--- src/rtl/acc_dummy_gen_pkg.sv ---
// ---------------------------------------------------------------------------
// acc_dummy_gen_pkg
// Shared types for the dummy accelerator generator.
//   state_t : batch FSM states (idle, capture input, processing wait, emit)
//   mode_t  : output transform applied to each emitted word
// ---------------------------------------------------------------------------
package acc_dummy_gen_pkg;

  typedef enum logic [1:0] {
    S_IDLE    = 2'd0,
    S_CAPTURE = 2'd1,
    S_WAIT    = 2'd2,
    S_EMIT    = 2'd3
  } state_t;

  typedef enum logic [1:0] {
    MODE_PASS = 2'd0,
    MODE_INV  = 2'd1,
    MODE_ADDK = 2'd2,
    MODE_ZERO = 2'd3
  } mode_t;

endpackage

--- src/rtl/acc_dummy_gen_buf.sv ---
// ---------------------------------------------------------------------------
// acc_dummy_gen_buf
// Capture buffer: DEPTH x DATA_W storage, one synchronous write port and one
// asynchronous (combinational) read port. Contents are not reset.
//   clk   : write clock, rising edge
//   we    : write enable
//   waddr : write index
//   wdata : write data
//   raddr : read index
//   rdata : read data, follows raddr combinationally
// ---------------------------------------------------------------------------
module acc_dummy_gen_buf #(
  parameter int DATA_W = 64,
  parameter int DEPTH  = 8,
  parameter int IDX_W  = 3
) (
  input  logic              clk,
  input  logic              we,
  input  logic [IDX_W-1:0]  waddr,
  input  logic [DATA_W-1:0] wdata,
  input  logic [IDX_W-1:0]  raddr,
  output logic [DATA_W-1:0] rdata
);

  logic [DATA_W-1:0] mem [DEPTH];

  // Plain storage without reset so it can map onto distributed RAM.
  always_ff @(posedge clk) begin
    if (we) begin
      mem[waddr] <= wdata;
    end
  end

  assign rdata = mem[raddr];

endmodule

--- src/rtl/acc_dummy_gen.sv ---
// ---------------------------------------------------------------------------
// acc_dummy_gen
// Dummy accelerator: consumes a batch of serialization_ratio words, waits
// wait_cycles cycles, then produces deserialization_ratio words built by
// cycling through the captured words and applying a mode transform.
//
// Ports:
//   clk, rst_n              : clock (rising edge), async active-low reset
//   serialization_ratio     : words consumed per batch (0 behaves as 1)
//   deserialization_ratio   : words produced per batch (0 skips emission)
//   wait_cycles             : processing delay between capture and emit
//   mode                    : 0 pass, 1 invert, 2 add index k, 3 all-zero
//   consumer_valid/ready/data : input stream (ready only while capturing)
//   producer_valid/ready/data : output stream
//   busy                    : high whenever a batch is in progress
//   batch_count             : completed batches, only when the
//                             ACC_DUMMY_GEN_STATS_EN macro is defined
//
// Batch configuration is latched at batch start; input changes while a
// batch is running are ignored.
// ---------------------------------------------------------------------------
module acc_dummy_gen
  import acc_dummy_gen_pkg::*;
#(
  parameter int DATA_W  = 64,
  parameter int DEPTH   = 8,
  parameter int RATIO_W = 16,
  parameter int WAIT_W  = 14
) (
  input  logic               clk,
  input  logic               rst_n,
  input  logic [RATIO_W-1:0] serialization_ratio,
  input  logic [RATIO_W-1:0] deserialization_ratio,
  input  logic [WAIT_W-1:0]  wait_cycles,
  input  logic [1:0]         mode,
  input  logic               consumer_valid,
  output logic               consumer_ready,
  input  logic [DATA_W-1:0]  consumer_data,
  output logic               producer_valid,
  input  logic               producer_ready,
  output logic [DATA_W-1:0]  producer_data,
  output logic               busy
`ifdef ACC_DUMMY_GEN_STATS_EN
  ,
  output logic [31:0]        batch_count
`endif
);

  localparam int IDX_W = $clog2(DEPTH);
  localparam logic [RATIO_W-1:0] DEPTH_R = RATIO_W'(DEPTH);

  state_t state, state_next;

  logic [RATIO_W-1:0] ser_lat;
  logic [RATIO_W-1:0] deser_lat;
  logic [WAIT_W-1:0]  wait_lat;
  mode_t              mode_lat;

  logic [RATIO_W-1:0] in_cnt;
  logic [WAIT_W-1:0]  wait_cnt;
  logic [RATIO_W-1:0] out_cnt;
  logic [IDX_W-1:0]   rd_idx;
  logic [IDX_W-1:0]   last_idx;

  logic [RATIO_W-1:0] ser_in_eff;
  logic [IDX_W-1:0]   last_idx_in;
  logic               xfer_in;
  logic               xfer_out;
  logic               last_in;
  logic               last_wait;
  logic               last_out;
  logic               buf_we;
  logic [DATA_W-1:0]  rd_data;

  assign xfer_in  = consumer_valid & consumer_ready;
  assign xfer_out = producer_valid & producer_ready;

  // ser_lat is never zero once latched, so the "minus one" compare is safe
  // and counters stop at the ratio instead of wrapping.
  assign last_in   = (in_cnt == (ser_lat - RATIO_W'(1)));
  assign last_wait = (wait_cnt == (wait_lat - WAIT_W'(1)));
  assign last_out  = (out_cnt == (deser_lat - RATIO_W'(1)));

  // Last valid read index is min(captured, DEPTH) - 1, fixed at batch start
  // so emission can cycle through the buffer without a modulo operator.
  assign ser_in_eff  = (serialization_ratio == '0) ? RATIO_W'(1) : serialization_ratio;
  assign last_idx_in = (ser_in_eff >= DEPTH_R) ? IDX_W'(DEPTH - 1)
                                               : IDX_W'(ser_in_eff - RATIO_W'(1));

  // Only the first DEPTH words of a batch are stored; the rest are consumed
  // and dropped.
  assign buf_we = xfer_in & (in_cnt < DEPTH_R);

  acc_dummy_gen_buf #(
    .DATA_W (DATA_W),
    .DEPTH  (DEPTH),
    .IDX_W  (IDX_W)
  ) u_buf (
    .clk   (clk),
    .we    (buf_we),
    .waddr (in_cnt[IDX_W-1:0]),
    .wdata (consumer_data),
    .raddr (rd_idx),
    .rdata (rd_data)
  );

  // State register.
  always_ff @(posedge clk or negedge rst_n) begin
    if (!rst_n) begin
      state <= S_IDLE;
    end else begin
      state <= state_next;
    end
  end

  // Next-state logic. A zero wait skips S_WAIT and a zero deserialization
  // ratio skips S_EMIT.
  always_comb begin
    state_next = state;
    case (state)
      S_IDLE: begin
        if (consumer_valid) begin
          state_next = S_CAPTURE;
        end
      end
      S_CAPTURE: begin
        if (xfer_in && last_in) begin
          if (wait_lat != '0) begin
            state_next = S_WAIT;
          end else if (deser_lat != '0) begin
            state_next = S_EMIT;
          end else begin
            state_next = S_IDLE;
          end
        end
      end
      S_WAIT: begin
        if (last_wait) begin
          state_next = (deser_lat != '0) ? S_EMIT : S_IDLE;
        end
      end
      S_EMIT: begin
        if (xfer_out && last_out) begin
          state_next = S_IDLE;
        end
      end
      default: state_next = S_IDLE;
    endcase
  end

  // Outputs. producer_data depends only on registered state, so it holds
  // steady while the consumer stalls.
  always_comb begin
    consumer_ready = (state == S_CAPTURE);
    producer_valid = (state == S_EMIT);
    busy           = (state != S_IDLE);
    producer_data  = '0;
    if (state == S_EMIT) begin
      case (mode_lat)
        MODE_PASS: producer_data = rd_data;
        MODE_INV:  producer_data = ~rd_data;
        MODE_ADDK: producer_data = rd_data + DATA_W'(out_cnt);
        MODE_ZERO: producer_data = '0;
        default:   producer_data = '0;
      endcase
    end
  end

  // Batch configuration and counters.
  always_ff @(posedge clk or negedge rst_n) begin
    if (!rst_n) begin
      ser_lat   <= '0;
      deser_lat <= '0;
      wait_lat  <= '0;
      mode_lat  <= MODE_PASS;
      last_idx  <= '0;
      in_cnt    <= '0;
      wait_cnt  <= '0;
      out_cnt   <= '0;
      rd_idx    <= '0;
    end else begin
      case (state)
        S_IDLE: begin
          if (consumer_valid) begin
            ser_lat   <= ser_in_eff;
            deser_lat <= deserialization_ratio;
            wait_lat  <= wait_cycles;
            mode_lat  <= mode_t'(mode);
            last_idx  <= last_idx_in;
            in_cnt    <= '0;
            wait_cnt  <= '0;
            out_cnt   <= '0;
            rd_idx    <= '0;
          end
        end
        S_CAPTURE: begin
          if (xfer_in) begin
            in_cnt <= in_cnt + RATIO_W'(1);
          end
        end
        S_WAIT: begin
          wait_cnt <= wait_cnt + WAIT_W'(1);
        end
        S_EMIT: begin
          if (xfer_out) begin
            out_cnt <= out_cnt + RATIO_W'(1);
            rd_idx  <= (rd_idx == last_idx) ? '0 : rd_idx + IDX_W'(1);
          end
        end
        default: ;
      endcase
    end
  end

`ifdef ACC_DUMMY_GEN_STATS_EN
  // Counts every return to idle from a running batch, including batches
  // that skip emission.
  always_ff @(posedge clk or negedge rst_n) begin
    if (!rst_n) begin
      batch_count <= '0;
    end else if ((state != S_IDLE) && (state_next == S_IDLE)) begin
      batch_count <= batch_count + 32'd1;
    end
  end
`endif

endmodule

--- config.mk ---
export PLATFORM = sky130hd
export DESIGN_NAME = acc_dummy_gen
export DESIGN_NICKNAME = d
export VERILOG_FILES = /design/src/rtl/acc_dummy_gen_pkg.sv /design/src/rtl/acc_dummy_gen_buf.sv /design/src/rtl/acc_dummy_gen.sv
export SDC_FILE = /design/constraint.sdc
export NUM_CORES = 1
export LEC_CHECK = 0
export BUFFER_PORTS_ARGS = -buffer_cell sky130_fd_sc_hd__buf_2
export CORE_MARGIN = 4
export CORE_UTILIZATION = 60
export DETAILED_ROUTE_END_ITERATION = 7
export GPL_ROUTABILITY_DRIVEN = 1
export PLACE_DENSITY_LB_ADDON = 0.2
export SLEW_MARGIN = 20
export SYNTH_ARGS = -nofsm -noshare
export SYNTH_HDL_FRONTEND = slang
export SYNTH_SLANG_ARGS = --single-unit
--- constraint.sdc ---
create_clock -name clk -period 8.4 [get_ports clk]
set_input_delay 0.42 -clock clk [delete_from_list [all_inputs] [get_ports clk]]
set_output_delay 0.42 -clock clk [all_outputs]
set_load 0.05 [all_outputs]
Yosys cells after proc, flatten, opt, wreduce, memory -nomap -nowiden
Memory sizes are Yosys's and may differ from the RTL's.
Index checks and enable logic that the tools add are counted.
{"block": "op_classes", "eq_ne": 16, "n_reduce_logical": 16, "muxes": 24, "add_sub_neg": 9, "magnitude_cmp": 2, "n_bitwise": 4}
{"cell": "one-hot mux 64 bit (4 select lines)", "n": 1}
{"cell": "adder 64 x 16 -> 64 bit", "n": 1}
{"cell": "two-way mux 16 bit", "n": 4}
{"cell": "two-way mux 64 bit", "n": 1}
{"cell": "inverter 64 bit", "n": 1}
{"cell": "one-hot mux 16 bit (2 select lines)", "n": 2}
{"cell": "adder 16 x 1 -> 16 bit, second input constant", "n": 2}
{"cell": "== test 16 bit", "n": 2}
{"cell": "subtractor 16 x 1 -> 16 bit, second input constant", "n": 2}
{"cell": "one-hot mux 14 bit (2 select lines)", "n": 1}
{"cell": ">= comparator 16 x 4 -> 1 bit, second input constant", "n": 1}
{"cell": "zero test 16 bit", "n": 1}
{"cell": "less-than comparator 16 x 4 -> 1 bit, second input constant", "n": 1}
{"cell": "nonzero test 16 bit", "n": 1}
{"cell": "adder 14 x 1 -> 14 bit, second input constant", "n": 1}
{"cell": "== test 14 bit", "n": 1}
{"cell": "two-way mux 14 bit", "n": 1}
{"cell": "nonzero test 14 bit", "n": 1}
{"cell": "subtractor 14 x 1 -> 14 bit, second input constant", "n": 1}
{"cell": "two-way mux 2 bit", "n": 6}
{"cell": "two-way mux 3 bit", "n": 4}
{"cell": "== test 2 bit, second input constant", "n": 4}
{"cell": "!= test 2 x 1 -> 1 bit, second input constant", "n": 4}
{"cell": "one-hot mux 2 bit (4 select lines)", "n": 1}
{"cell": "other kinds (14)", "n": 26}
{"block": "word_totals", "elab_cells": 82, "register_bits": 102, "mem_count": 1, "ram_bits": 512, "output_inout_bits": 67}
{"name": "u_buf.mem", "depth": 8, "width": 64, "read_ports": 1, "rd_ports_with_merged_regs": 0, "write_ports": 1, "line": "acc_dummy_gen_buf.sv:25", "text": "logic [DATA_W-1:0] mem [DEPTH];"}

Longest topological paths before layout
Gate-level depths: netlist of run 1.
{"block": "logic_depth", "ltp_word": 5, "depth_mapped": 20}

Hierarchy
A second synthesis of run 1 with hierarchy kept.
{"block": "hier_totals", "cells_unflattened": 2053, "area_unflattened_um2": 28778.9}
{"module": "acc_dummy_gen_buf", "cells_per_inst": 752, "area_each_um2": 19266.0, "instances": 1}
{"module": "acc_dummy_gen", "cells_per_inst": 1301, "area_each_um2": 9512.9, "instances": 1}

Worst setup path before layout of run 1
Ideal clock, no wire load.
{"block": "synth_path", "kind": "reg-to-reg", "startpoint": "reg state[1]", "endpoint": "mem u_buf.mem[0][0] (enable)", "slack_ps": 1117, "t_required_ps": 7835, "stages_incl_launch_ff": 9, "setup_ps": 565, "arrival_ps": 6719, "cell_sequence": "dfrtp_1 > clkbuf_1 > nor2b_1 > and2_1 > clkbuf_1 > nand4_1 > nor4_1 > nand2b_1 > nor3_1"}
{"block": "synth_via", "elab_chain_cells": 5}
{"item": "start, declared", "line": "acc_dummy_gen.sv:52", "text": "state_t state, state_next;"}
{"item": "start signal, assigned", "line": "acc_dummy_gen.sv:112", "text": "state <= state_next;"}
{"item": "== test 2 x 1 -> 1 bit", "line": "acc_dummy_gen.sv:154", "text": "consumer_ready = (state == S_CAPTURE);"}
{"item": "via consumer_ready", "line": "acc_dummy_gen.sv:37", "text": "output logic consumer_ready,"}
{"item": "bitwise AND 1 bit", "line": "acc_dummy_gen.sv:75", "text": "assign xfer_in = consumer_valid & consumer_ready;"}
{"item": "bitwise AND 1 bit", "line": "acc_dummy_gen.sv:92", "text": "assign buf_we = xfer_in & (in_cnt < DEPTH_R);"}
{"item": "two-way mux 1 bit", "line": "acc_dummy_gen_buf.sv:29", "text": "if (we) begin"}
{"item": "two-way mux 1 bit (not written as such)", "line": "acc_dummy_gen_buf.sv:30", "text": "mem[waddr] <= wdata;"}
{"item": "end, declared", "line": "acc_dummy_gen_buf.sv:25"}
The timed path passes the listed nets, and every way through them passes these cells.

Worst setup path in the final report of run 1
{"block": "layout_path", "startpoint": "reg rd_idx[0]", "endpoint": "out producer_data[58]"}
{"block": "layout_via", "elab_chain_cells": 4}
{"item": "start, declared", "line": "acc_dummy_gen.sv:62", "text": "logic [IDX_W-1:0] rd_idx;"}
{"item": "start signal, assigned", "line": "acc_dummy_gen.sv:207", "text": "rd_idx <= (rd_idx == last_idx) ? '0 : rd_idx + IDX_W'(1);"}
{"item": "memory read (8 x 64 bit) *"}
{"item": "adder 64 x 16 -> 64 bit / inverter 64 bit (equally long branches)", "line": "acc_dummy_gen.sv:162, acc_dummy_gen.sv:161"}
{"item": "one-hot mux 64 bit (4 select lines) *", "line": "acc_dummy_gen.sv:159", "text": "case (mode_lat)"}
{"item": "two-way mux 64 bit *", "line": "acc_dummy_gen.sv:158", "text": "if (state == S_EMIT) begin"}
{"item": "end, declared", "line": "acc_dummy_gen.sv:41", "text": "output logic [DATA_W-1:0] producer_data,"}
Mark *: on every way between the ends. The rest lies on a longest branch, timed or not.

==> results of run 1 <==
cell usage in the layout (no fill, tap or decap), types with 13 or more instances in the layout:
master         synthesis  routed
nor3_1                48      46
a211oi_1              20      20
mux2_2                21      21
xnor2_1               59      59
dfrtp_1              102      97
mux2i_1               55      55
nand3_1               55      55
a21oi_1               84      84
nand2b_1              13      13
xor2_1                65      65
inv_1                 23      23
buf_2                 20     181
clkbuf_16              0      61
o21ai_0               80      80
a31oi_1               22      22
nor4_1                23      23
ha_1                  26      26
edfxtp_1             512     512
nand4_1               24      24
and3_1                21      21
clkinv_1               1      13
mux4_2               118     118
buf_4                 13      27
nand2_1              272     271
nor2_1               133     127
dlygate4sd3_1          0      43
clkinv_2               1      13
synth_stat cells, drive strengths merged, types with 6 or more instances:
cell	instances	area, sq um
edfxtp	512	15370
nand2	272	1021
nor2	133	499.2
mux4	129	2947
dfrtp	102	2552
a21oi	84	420.4
o21ai	84	420.4
xor2	65	569.3
xnor2	59	516.8
mux2i	55	550.5
nand3	55	275.3
clkbuf	53	198.9
buf	51	359.1
nor3	50	266.5
nand4	27	187.7
nor4	27	202.7
ha	26	325.3
inv	24	90.08
a31oi	22	137.6
and3	21	131.4
mux2	21	236.5
a211oi	20	150.1
and2	14	87.59
nand2b	13	81.33
nor2b	12	75.07
or3	11	68.82
o211ai	9	67.56
a22oi	8	65.06
o22ai	8	50.05
and4	7	61.31
nand3b	7	52.55
a21o	6	45.04
nor3b	6	50.05
o31ai	6	45.04
routing by layer:
metal | routed length (um) | GRT usage (%) | up-vias
met2 | 35860 | 46.64 | 892
met3 | 5896 | 5.158 | 154
li1 | - | - | 8393
met4 | 1985 | 8.159 | 4
met5 | 21 | 0 | -
met1 | 28510 | 38.81 | 9521
repair_timing:
| item | in CTS | in global routing |
|---|---|---|
| resized for setup | 0 | 0 |
| buffers inserted | 0 | 0 |
| hold buffers | 43 | 0 |
| endpoints found under the hold margin | 78 | 0 |
through the flow:
step	power [mW]	utilization [%]
final	10.46	68.63
after global routing	10.97	68.63
after CTS	10.48	68.61
after detailed placement	7.654	63.39
after global placement	7.568	63.39
after floorplan	6.705	-
cell type report:
class,instances,area [sq um]
Antenna cell,2,5.005
Clock buffer,72,1568
Clock inverter,40,489.2
Fill cell,3197,14950
Inverter,26,98.84
Multi-Input combinational cell,1326,10290
Sequential cell,614,17940
Tap cell,615,769.5
Timing Repair Buffer,251,1539
worst max-delay path, cell delays in order, from the launching register on:
cell and delay, ps:
dfrtp_4 840, buf_4 700, mux4_2 590, mux2i_1 220, inv_1 80, ha_1 340
a21oi_1 220, nand2_1 80, a211oi_1 790, or4b_1 600, nor4_1 120, xor2_1 170
o21ai_0 400, buf_2 350
flip-flops by register name (all words and copies together) (netlist names):
signal and cells:
deser_lat 16, in_cnt 16, last_idx 3, mode_lat 2, out_cnt 16, rd_idx 3, ser_lat 16, state 2
u_buf.mem 512, wait_cnt 14, wait_lat 14
power groups by stage:
stage	logic (mW)	registers, mW	clock network, mW
after floorplan	2.91	3.80	0
after global placement	3.63	3.94	0
after detailed placement	3.70	3.95	0
after CTS	3.74	3.90	2.84
after global routing	4.04	3.94	2.98
final	3.76	3.90	2.80
worst paths after layout:
| path | startpoint | endpoint | slack, ps | depth (start not counted) |
|---|---|---|---|---|
| max reg2reg | state[0] | u_buf.mem[4][36] | 4150 | 7 |
| max in group asynchronous | rst_n | rd_idx[2] | 6810 | 3 |
| min | serialization_ratio[14] | ser_lat[14] | 20 | 3 |
| max | rd_idx[0] | producer_data[58] | 1740 | 13 |
| min in group asynchronous | rst_n | deser_lat[6] | 250 | 2 |
| min reg2reg | ser_lat[15] | ser_lat[15] | 510 | 2 |
cells by family after synthesis:
group / Yosys count / share of synthesized area, %
compound gates: 293 / 6.250
fa+ha+maj: 27 / 1.199
flops: 614 / 62.23
buf+inv: 130 / 2.280
simple gates: 677 / 11.31
mux: 205 / 12.96
xor+xnor: 124 / 3.770
==> flow_summary.json, run 1 <==
{
  "status": "finished, final reports clean",
  "area_growth_pct": 13.51,
  "clockRootBuffer": "clkbuf_16",
  "synth-main-ff-cell": "edfxtp_1",
  "grt_pass1_vias": 18490,
  "fmax_ghz": 0.1502,
  "period_share_pct": 79.24,
  "ys_ff_latch": 614,
  "tns_ps": 0,
  "slew_violations": 0,
  "viasPerCell": 6.437,
  "track_usage_pct": 28.08,
  "ys_warn_count": 0,
  "worstMarginPinSlew_ps": 1108,
  "dp.cells": 2789,
  "post-dp-hpwl_um": 45860,
  "cp_max_fo": 45,
  "fin_crit_ps": 6657,
  "preCtsSetupSlack_ps": 2519,
  "syn_area_sq_um": 28810,
  "cap_violations": 0,
  "dieArea_sq_um": 51580,
  "p_leak_nw": 11.81,
  "drive_above_1_share_pct": 20.52,
  "synth-edff-count": 512,
  "p_int_mw": 6.552,
  "cts_tree": "done",
  "max-vdd-ir-drop_mv": 0.3478,
  "dieHeight_um": 227.1,
  "design_area_sq_um": 32700,
  "finalHoldViolations": 0,
  "antenna_found_initial": 6,
  "synth_nets": 2213,
  "grt_pass1_wl_um": 110100,
  "drtIter0Drc": 1937,
  "routed_wl_um": 72270,
  "swShare_pct": 37.38,
  "fin_nets": 2423,
  "syn_area_per_cell_sq_um": 13.92,
  "cts-buffers-inserted": 61,
  "h-tree-depth": 2,
  "clockPowerShare_pct": 26.8,
  "finalSetupViolCount": 0,
  "rsz0062_at_grt": "false",
  "fp.dieW_um": 227.1,
  "gp_congestion": 0.9229,
  "overflow": 0,
  "io_buffer_count": 182,
  "p_per_area_nw_per_um2": 320.0,
  "pwr-share-seq_pct": 37.3,
  "drtPass1Iterations": 8,
  "fp-row-count": 80,
  "synthCells": 2070,
  "coreArea_sq_um": 47650,
  "max-slew-margin-rel_pct": 25.84,
  "crit_arrival_ps": 6240,
  "final_cells": 2946,
  "io_pins": 183,
  "fin_skew_ps": 40.90,
  "grt_start_max_net_pins": 71,
  "via_count": 18960,
  "cp-start-kind": "flip-flop",
  "worstSkewPairLatency_ps": 660,
  "setup_ws_ps": 1743,
  "ys_seq_area_share_pct": 62.23,
  "synthDistinctLibCells": 85,
  "combPwrFrac_pct": 35.9,
  "endpoint_kind": "output port",
  "wl_per_cell_um": 24.53,
  "drcViolationCount": 0,
  "cts_buffer_depth": 3,
  "path_class": "flip-flop to output port",
  "placed_cell_area_sq_um": 30200,
  "start_util_pct": 60.46,
  "worst_hold_slack_ps": 22.78,
  "ant_nets": 0,
  "hp-class": "input port to flip-flop",
  "p_switching_mw": 3.911,
  "cp.required_ps": 7980,
  "async_flop_share_pct": 16.61,
  "clk_pin_slew_ps": 60,
  "numClockSinks": 614
}
Power figures use the tool's default switching activity.
==> run 2, diff against run 1 <==
ABC_AREA = 1   (was unset)
clock period = 6.3 ns   (was 8.4 ns; I/O delays follow)
==> run 2 against run 1 <==
Against the previous run: combinational power shrank 96%; first-iteration DRC count rose by 58%; die area up 7.2%; sequential power up 13%; total power shrank 20%; clock skew shrank 19 ps; design area is 8.4% higher; routed wire length rose by 20%.
==> flow_summary.json, run 2 <==
{
  "status": "finished, final reports clean",
  "cp-start-kind": "flip-flop",
  "synth_top_area_share_pct": 49.67,
  "fp.dieW_um": 235.1,
  "p_leak_nw": 15.29,
  "ys_ff_latch": 614,
  "io_buffer_count": 182,
  "syn_area_per_cell_sq_um": 8.861,
  "top_register": "u_buf.mem",
  "ys_seq_area_share_pct": 57.92,
  "area_growth_pct": 14.52,
  "overflow": 0,
  "start_util_pct": 61.19,
  "numClockSinks": 614,
  "fin_crit_ps": 5734,
  "cp.required_ps": 5980,
  "worst_hold_slack_ps": 19.07,
  "grt_start_max_net_pins": 192,
  "h-tree-depth": 3,
  "finalHoldViolations": 0,
  "dieArea_sq_um": 55280,
  "synth_top_cell_by_area": "edfxtp_1",
  "power.total_mw": 8.356,
  "yosys-top-cells-area": "edfxtp_1, nand2_1, dfrtp_1",
  "antenna_found_initial": 1,
  "finalSetupViolCount": 0,
  "synth-edff-count": 512,
  "cts-buffers-inserted": 67,
  "largest_register_ffs": 512,
  "synthTopCellsByCount": "nand2_1, edfxtp_1, inv_1",
  "r2r_start": "state[1]",
  "drtIter0Drc": 3067,
  "endpoint_kind": "output port",
  "period_share_pct": 91.01,
  "drive_above_1_share_pct": 9.747,
  "syn_area_sq_um": 30950,
  "setup_ws_ps": 566.4,
  "track_usage_pct": 30.47,
  "mostFrequentLayoutCells": "nand2_1, edfxtp_1, inv_1",
  "io_pins": 183,
  "drcViolationCount": 0,
  "cp_max_fo": 75,
  "fp-row-count": 82,
  "via_count": 25550,
  "cts_buffer_depth": 3,
  "cap_violations": 0,
  "final_common_cell": "nand2_1",
  "coreArea_sq_um": 50580,
  "drtPass1Iterations": 7,
  "grt_pass1_vias": 24360,
  "fin_skew_ps": 21.60,
  "clockRootBuffer": "clkbuf_16",
  "rsz0062_at_grt": "false",
  "hp-class": "input port to flip-flop",
  "ant_nets": 0,
  "crit_path_start": "rd_idx[0]",
  "max-slew-margin-rel_pct": 22.43,
  "fmax_ghz": 0.1744,
  "p_per_area_nw_per_um2": 235.7,
  "routed_wl_um": 86670,
  "gp_congestion": 0.9464,
  "worstSkewPairLatency_ps": 610,
  "synth_most_common_cell": "nand2_1",
  "crit_path_end": "producer_data[48]",
  "postCtsSetupBuffers": 0,
  "ys_warn_count": 0,
  "viasPerCell": 5.715,
  "reg2reg_depth": 8,
  "synthDistinctLibCells": 55,
  "grt_pass1_wl_um": 134200,
  "post-dp-hpwl_um": 54200,
  "synth-main-ff-cell": "edfxtp_1",
  "clk_pin_slew_ps": 60,
  "preCtsSetupSlack_ps": 1275,
  "crit_arrival_ps": 5420,
  "fin_nets": 3888,
  "ff2ff_setup_slack_ps": 2700,
  "dieHeight_um": 235.1,
  "async_flop_share_pct": 16.61,
  "r2r_end": "u_buf.mem[1][63]",
  "path_class": "flip-flop to output port",
  "max-vdd-ir-drop_mv": 0.3269,
  "synthCells": 3493,
  "wl_per_cell_um": 19.39,
  "cts_tree": "done",
  "synth_nets": 3636,
  "slew_violations": 0,
  "worstMarginPinSlew_ps": 1164
}
==> run 2: cell types whose count changed in the layout (fill, tap and decap cells not counted), moves of 53 or more <==
cell and delta:
o21ai_0 +140, mux2i_1 -53, mux4_2 -118, dlygate4sd3_1 +62, nand3_1 +229, inv_1 +402, nand2_1 +722, nor2_1 +260
==> run 2: critical path: stages, from the launching register on <==
cell	delay [ps]
dfrtp_4	630
inv_6	410
buf_4	730
nor2_1	90
o22ai_1	210
inv_1	60
o21ai_1	200
ha_1	330
nand2_1	80
nand2_1	70
o21bai_1	150
a21oi_1	160
nand2_1	130
o21ai_0	510
nor2_4	100
nand2_1	120
inv_2	90
nand2_1	90
nor2_1	40
nor2_1	220
buf_2	330
==> run 2: what timing repair did <==
| item | in CTS | in global routing |
|---|---|---|
| endpoints found under the setup margin | 0 | 0 |
| endpoints found under the hold margin | 594 | 0 |
| hold buffers | 105 | 0 |
| gates resized for setup | 0 | 0 |
==> run 2: cell families (layout without fill, tap and decap cells) <==
group	count (synthesis)	count (layout)	share of synthesized area, %
compound gates	426	426	7.459
xor+xnor	67	67	1.940
fa+ha+maj	27	27	1.116
buf+inv	574	877	7.802
flops	614	614	57.92
mux	2	2	0.06468
other cells	0	2	0
simple gates	1783	1783	23.70
==> run 2: worst min-delay path by stage <==
stage | start | endpoint | depth (start not counted)
after floorplan | rst_n | deser_lat[0] | 0
after global placement | rst_n | ser_lat[3] | 1
after detailed placement | rst_n | ser_lat[3] | 1
after CTS | serialization_ratio[8] | ser_lat[8] | 3
after global routing | serialization_ratio[5] | ser_lat[5] | 3
final | serialization_ratio[8] | ser_lat[8] | 3
==> run 2: final cells by class <==
| cell class | instances | area, sq um |
|---|---|---|
| flip-flops and latches | 614 | 17940 |
| fillers | 3715 | 15130 |
| multi-input cells | 2305 | 10660 |
| repair buffers | 324 | 2267 |
| clock buffers | 81 | 1770 |
| inverters | 433 | 1634 |
| well taps | 672 | 840.8 |
| clock inverters | 39 | 332.8 |
| diodes | 2 | 5.005 |
==> run 2: stage by stage <==
step	instances	utilization, %	setup TNS, ps	area (sq um)
after floorplan	3493	-	-127800	30960
after global placement	4243	63.83	0	32290
after detailed placement	4243	63.83	0	32290
after CTS	4468	70.07	0	35440
after global routing	4469	70.07	0	35440
final	4470	70.08	0	35450
==> run 2: metal layers <==
metal | up-vias | GRT usage, % | wire length (um)
met1 | 12140 | 41.47 | 34970
li1 | 11990 | - | -
met3 | 218 | 5.119 | 7237
met5 | - | 0 | 0
met2 | 1194 | 50.06 | 41410
met4 | 0 | 11.01 | 3050
==> run 2: power breakdown <==
| group | total (mW) | internal, mW | switching (mW) |
|---|---|---|---|
| clock network | 3.78 | 2.18 | 1.60 |
| logic | 0.163 | 0.0756 | 0.0873 |
| registers | 4.41 | 4.40 | 0.00556 |
| total | 8.36 | 6.66 | 1.70 |
